**config.mk**
```make
export PLATFORM = sky130hd
export DESIGN_NAME = bram18_wide_writer
export DESIGN_NICKNAME = d
export VERILOG_FILES = /design/src/rtl/bram18_wide_writer.sv
export SDC_FILE = /design/constraint.sdc
export NUM_CORES = 1
export LEC_CHECK = 0
export CORE_UTILIZATION = 37
export CTS_CLUSTER_DIAMETER = 30
export DETAILED_ROUTE_END_ITERATION = 10
export GPL_TIMING_DRIVEN = 0
export SKIP_LAST_GASP = 1
export SYNTH_ARGS = -nofsm -noshare
export SYNTH_HDL_FRONTEND = slang
export SYNTH_SLANG_ARGS = --single-unit
export TNS_END_PERCENT = 100
```
**constraint.sdc**
```tcl
create_clock -name CLK -period 4.94 [get_ports CLK]
set_input_delay 0.988 -clock CLK [delete_from_list [all_inputs] [get_ports CLK]]
set_output_delay 0.988 -clock CLK [all_outputs]
set_load 0.02 [all_outputs]
```
**src/rtl/bram18_wide_writer.sv**
```systemverilog
`default_nettype none
// bram18_wide_writer: serializes one masked 72-bit word into 18-bit writes on BRAM port A.
// Lane k of a word at S_ADDR is written to S_ADDR + k*BASE_ADDRESS (mod 2^ADDR_WIDTH).
module bram18_wide_writer #(
  parameter int DATA_WIDTH_A = 18,
  parameter int LANES        = 4,
  parameter int ADDR_WIDTH   = 11,
  parameter int BASE_ADDRESS = 512,
  parameter int CNT_WIDTH    = 16
) (
  input  logic                          CLK,
  input  logic                          RST,
  input  logic [LANES*DATA_WIDTH_A-1:0] S_DATA,
  input  logic [ADDR_WIDTH-3:0]         S_ADDR,
  input  logic [LANES-1:0]              S_MASK,
  input  logic                          S_VALID,
  output logic                          S_READY,
  output logic [DATA_WIDTH_A-1:0]       DIN_A,
  output logic [ADDR_WIDTH-1:0]         ADDR_A,
  output logic                          W_A,
  output logic                          EN_A,
  output logic                          DONE,
  output logic [CNT_WIDTH-1:0]          WORD_COUNT
);

  localparam int c_wide_w = LANES * DATA_WIDTH_A;
  localparam int c_lane_w = (LANES > 1) ? $clog2(LANES) : 1;
  localparam logic [ADDR_WIDTH-1:0] c_stride   = ADDR_WIDTH'(BASE_ADDRESS);
  localparam logic [LANES-1:0]      c_lane_one = LANES'(1);

  typedef enum logic [0:0] {
    IDLE  = 1'b0,
    WRITE = 1'b1
  } state_t;

  state_t                  r_state, w_state_next;
  logic [c_wide_w-1:0]     r_data, w_data_next;
  logic [ADDR_WIDTH-3:0]   r_addr, w_addr_next;
  logic [LANES-1:0]        r_pend, w_pend_next;
  logic                    r_wr, w_wr_next;
  logic                    w_ready_next, w_done_next;
  logic [DATA_WIDTH_A-1:0] w_din_next;
  logic [ADDR_WIDTH-1:0]   w_addr_a_next;
  logic [CNT_WIDTH-1:0]    w_count_next;
  logic                    w_issue;
  logic [c_wide_w-1:0]     w_src_data;
  logic [ADDR_WIDTH-3:0]   w_src_addr;
  logic [LANES-1:0]        w_src_mask;
  logic [c_lane_w-1:0]     w_lane;

  function automatic logic [c_lane_w-1:0] lowest_set(input logic [LANES-1:0] m);
    lowest_set = '0;
    for (int k = LANES - 1; k >= 0; k--) begin
      if (m[k]) lowest_set = c_lane_w'(k);
    end
  endfunction

  always_ff @(posedge CLK or posedge RST) begin
    if (RST) begin
      r_state    <= IDLE;
      r_data     <= '0;
      r_addr     <= '0;
      r_pend     <= '0;
      r_wr       <= 1'b0;
      S_READY    <= 1'b0;
      DIN_A      <= '0;
      ADDR_A     <= '0;
      DONE       <= 1'b0;
      WORD_COUNT <= '0;
    end else begin
      r_state    <= w_state_next;
      r_data     <= w_data_next;
      r_addr     <= w_addr_next;
      r_pend     <= w_pend_next;
      r_wr       <= w_wr_next;
      S_READY    <= w_ready_next;
      DIN_A      <= w_din_next;
      ADDR_A     <= w_addr_a_next;
      DONE       <= w_done_next;
      WORD_COUNT <= w_count_next;
    end
  end

  // The first lane is issued straight from the request inputs on the acceptance
  // edge so its write lands one edge later; r_pend holds lanes still to be issued.
  always_comb begin
    w_state_next  = r_state;
    w_data_next   = r_data;
    w_addr_next   = r_addr;
    w_pend_next   = r_pend;
    w_wr_next     = 1'b0;
    w_ready_next  = 1'b0;
    w_done_next   = 1'b0;
    w_din_next    = DIN_A;
    w_addr_a_next = ADDR_A;
    w_count_next  = WORD_COUNT;
    w_issue       = 1'b0;
    w_src_data    = r_data;
    w_src_addr    = r_addr;
    w_src_mask    = r_pend;

    case (r_state)
      IDLE: begin
        w_ready_next = 1'b1;
        if (S_VALID && S_READY) begin
          w_ready_next = 1'b0;
          w_state_next = WRITE;
          w_data_next  = S_DATA;
          w_addr_next  = S_ADDR;
          w_issue      = 1'b1;
          w_src_data   = S_DATA;
          w_src_addr   = S_ADDR;
          w_src_mask   = S_MASK;
        end
      end
      WRITE: begin
        if (r_pend == '0) begin
          w_state_next = IDLE;
          w_ready_next = 1'b1;
          w_done_next  = 1'b1;
          w_count_next = WORD_COUNT + CNT_WIDTH'(1);
        end else begin
          w_issue = 1'b1;
        end
      end
      default: w_state_next = IDLE;
    endcase

    w_lane = lowest_set(w_src_mask);
    if (w_issue) begin
      w_pend_next = w_src_mask & ~(c_lane_one << w_lane);
      if (w_src_mask != '0) begin
        w_wr_next     = 1'b1;
        w_din_next    = w_src_data[w_lane*DATA_WIDTH_A +: DATA_WIDTH_A];
        w_addr_a_next = {2'b00, w_src_addr} + c_stride * ADDR_WIDTH'(w_lane);
      end
    end
  end

  assign W_A  = r_wr;
  assign EN_A = r_wr;

endmodule
`default_nettype wire

```
==> out/summary.json <==
{
  "outcome": "completed",
  "rsz0062_at_grt": "false",
  "clkSinkCount": 134,
  "number_of_setup_violations_in_the_final_report": 0,
  "overflow": 0,
  "finish.utilization_pct": 51.1,
  "timing.max_cap.violations": 0,
  "finalHoldViolCount": 0,
  "fp.coreArea_mm2": 0.0174,
  "synthesis.yosys.warnings": 0,
  "netlist_instances": 723,
  "num-nets-final": 967,
  "drive_gt1_share_pct": 8.98,
  "number_of_global_route_vias_before_repair": 5658,
  "fp-row-count": 48,
  "tritoncts": "done",
  "synth_seq_cells": 134,
  "n_antenna_cell": 0,
  "fin_total_pwr_w": 0.00547,
  "die_footprint_mm2": 0.0184,
  "worst_ir_drop_vdd_mv": 0.359,
  "mappedNetlistNets": 812,
  "detail_route.wl_per_cell_um": 17.9,
  "fin_crit_ps": 2940,
  "maxSlewViolCount": 0,
  "ctsLongestPathBuffers": 2,
  "dp.cells": 1084,
  "critical_path.max_fanout": 10,
  "synth_cell_type_count": 45,
  "syn_area_mm2": 0.00660,
  "cp_slowest_cell": "sky130_fd_sc_hd__clkdlybuf4s50_1",
  "max_clock_freq_mhz": 340,
  "drt_pre_antenna_iters": 6,
  "track_usage_pct": 22.7,
  "detail_route.drc_violations": 0,
  "max_slew_headroom_at_the_worst_pin_pct": 52.8,
  "routabilityCongestion": 0.866,
  "via_count": 5845,
  "grt_antenna_before_repair": 0,
  "die_y_um": 136,
  "criticalPathCategory": "in2reg",
  "area.growth.synth_to_final_pct": 34.2,
  "timing.critical_path.arrival_ps": 3280,
  "cts.htree.levels": 4,
  "critical_path.endpoint_type": "flop",
  "post-route-cell-area_mm2": 0.00886,
  "cellPowerDensity_mw_per_mm2": 617,
  "total_leakage_power_nw": 3.95,
  "r2r-end": "r_data[70]$_DFF_PP0_",
  "buffer_ports.inserted": 135,
  "clock_latency_ps": 430,
  "endpoint": "DIN_A[4]$_DFFE_PP0P_",
  "crit-reg2reg-launch": "S_READY$_DFF_PP0_",
  "instances_no_fill": 1116,
  "r2r_setup_slack_ps": 2750,
  "ctsHoldBuffers": 0,
  "grt_max_degree": 94,
  "die_width_um": 136,
  "detail_route.iter0.violations": 354,
  "syn_area_per_cell_um2": 9.13,
  "timing.critical_path.required_ps": 5280,
  "crit_path_start": "S_MASK[2]",
  "most-common-layout-cells": "sky130_fd_sc_hd__nand2_1, sky130_fd_sc_hd__clkdlybuf4s50_1, sky130_fd_sc_hd__dfrtp_1",
  "hpwl_reported_at_the_end_of_detailed_placement_mm": 14.5,
  "min_period_over_period_pct": 59.5,
  "fin_setup_tns_ps": 0,
  "fin_skew_ps": 5.79,
  "nFillCells": 1661,
  "avgViaCountPerCell": 5.24,
  "synth.yosys.seq_area_share_pct": 50.8,
  "numCtsBuffers": 17,
  "post_cts_buffers": 0,
  "layout.cells.most_common": "sky130_fd_sc_hd__nand2_1",
  "cts_resized": 0,
  "global_route_wire_length_before_repair_mm": 31.4,
  "tightest_slew_ps": 709,
  "route.antenna.remaining_nets": 0,
  "path_cells": "clkdlybuf4s50_1, nor2b_1, buf_2, buf_1, a22o_1, a32oi_1, a41oi_1",
  "cts-root-buf": "sky130_fd_sc_hd__clkbuf_16",
  "cts.reportedPaths.clkPinSlew_ps": 60,
  "worst-r2r-cell-count": 5,
  "post_dp_cell_area_mm2": 0.00827,
  "holdCritPathClass": "reg2reg",
  "wirelength_mm": 20.0,
  "initial_core_util_pct": 38.0,
  "crit_path_start_kind": "primary input",
  "design.portCount": 137,
  "critPathMaxStageDelay_ps": 740
}
## flip-flops by register name, indices dropped and copies added (netlist names)
name / cells
ADDR_A: 11
DIN_A: 18
DONE: 1
EN_A: 1
S_READY: 1
WORD_COUNT: 16
r_addr: 9
r_data: 72
r_pend: 4
r_state: 1
## cells by family after synthesis
family / share of synthesized area (%)
flip-flops: 50.8
AO/OA/AOI/OAI: 18.2
adder cells (fa/ha/maj): 0.189
multiplexers: 2.27
buffers and inverters: 5.85
AND/OR/NAND/NOR: 20.7
XOR/XNOR: 1.99
## report_power, final
| group | internal, W | switching [W] |
|---|---|---|
| Sequential | 0.00159 | 0.000273 |
| Clock | 0.000804 | 0.000477 |
| Combinational | 0.00100 | 0.00132 |
| Total | 0.00340 | 0.00207 |
## synthesized netlist by cell type, drive strengths merged
cell type | number | share of area (%)
nor2 | 11 | 0.63
clkbuf | 32 | 1.8
and2 | 1 | 0.095
inv | 27 | 1.5
a21boi | 18 | 2.0
o211ai | 1 | 0.11
a21oi | 22 | 1.7
and4 | 2 | 0.27
or3 | 3 | 0.28
a32oi | 18 | 2.4
xor2 | 7 | 0.93
a22o | 35 | 4.6
nand2 | 222 | 13
nand3 | 2 | 0.15
mux2 | 13 | 2.3
buf | 26 | 2.5
nand3b | 1 | 0.11
nor3b | 1 | 0.19
xnor2 | 8 | 1.1
and3 | 2 | 0.19
nand4 | 7 | 0.66
o21ai | 57 | 4.4
or2 | 2 | 0.19
and3b | 1 | 0.13
o21bai | 1 | 0.11
o221a | 1 | 0.17
nor4 | 3 | 0.74
a41oi | 18 | 2.4
a221oi | 1 | 0.13
nand4b | 1 | 0.13
nor2b | 2 | 0.19
a31o | 1 | 0.13
nor3 | 23 | 1.7
nor4b | 18 | 2.4
ha | 1 | 0.19
dfrtp | 134 | 51
## stage by stage
| step | hold slack, ps | worst slack (ps) |
|---|---|---|
| global route | 487 | 1940 |
| CTS | 471 | 2090 |
| floorplan | 436 | 369 |
| detailed placement | 455 | 1630 |
| global placement | 449 | -1790 |
| finish | 464 | 2000 |
## worst max-delay path: cells and delay by family
kind                   cells  cell delay (ps)
AO/OA/AOI/OAI              3              570
AND/OR/NAND/NOR            1              170
buffers and inverters      3             1520
## per-layer routing
metal / share of wire [%] / up-vias / GRT usage [%]
li1: - / 2816 / -
met1: 46 / 2806 / 32.1
met2: 47 / 199 / 35.6
met3: 5.6 / 24 / 3.82
met4: 1.7 / 0 / 6.55
met5: 0 / - / 0
## final cells by class
class / instances / area, um^2 / area share (%)
Buffer: 58 / 285 / 3.22
Clock buffer: 23 / 498 / 5.62
Clock inverter: 9 / 97.6 / 1.10
Inverter: 27 / 106 / 1.20
Multi-Input combinational cell: 504 / 2860 / 32.3
Sequential cell: 134 / 3350 / 37.8
Tap cell: 225 / 282 / 3.18
Timing Repair Buffer: 136 / 1380 / 15.6
## how the worst min path moves through the flow
stage                              startpoint             endpoint  slack [ps]  depth (start not counted)
after global placement    r_addr[6]$_DFF_PP0_  r_addr[6]$_DFF_PP0_         450                          2
after detailed placement  r_addr[3]$_DFF_PP0_  r_addr[3]$_DFF_PP0_         450                          2
after CTS                 r_data[0]$_DFF_PP0_  r_data[0]$_DFF_PP0_         470                          2
after floorplan           r_addr[1]$_DFF_PP0_  r_addr[1]$_DFF_PP0_         440                          2
after global routing      r_addr[3]$_DFF_PP0_  r_addr[3]$_DFF_PP0_         490                          2
final                     r_addr[4]$_DFF_PP0_  r_addr[4]$_DFF_PP0_         460                          2
Power figures use the tool's default switching activity.
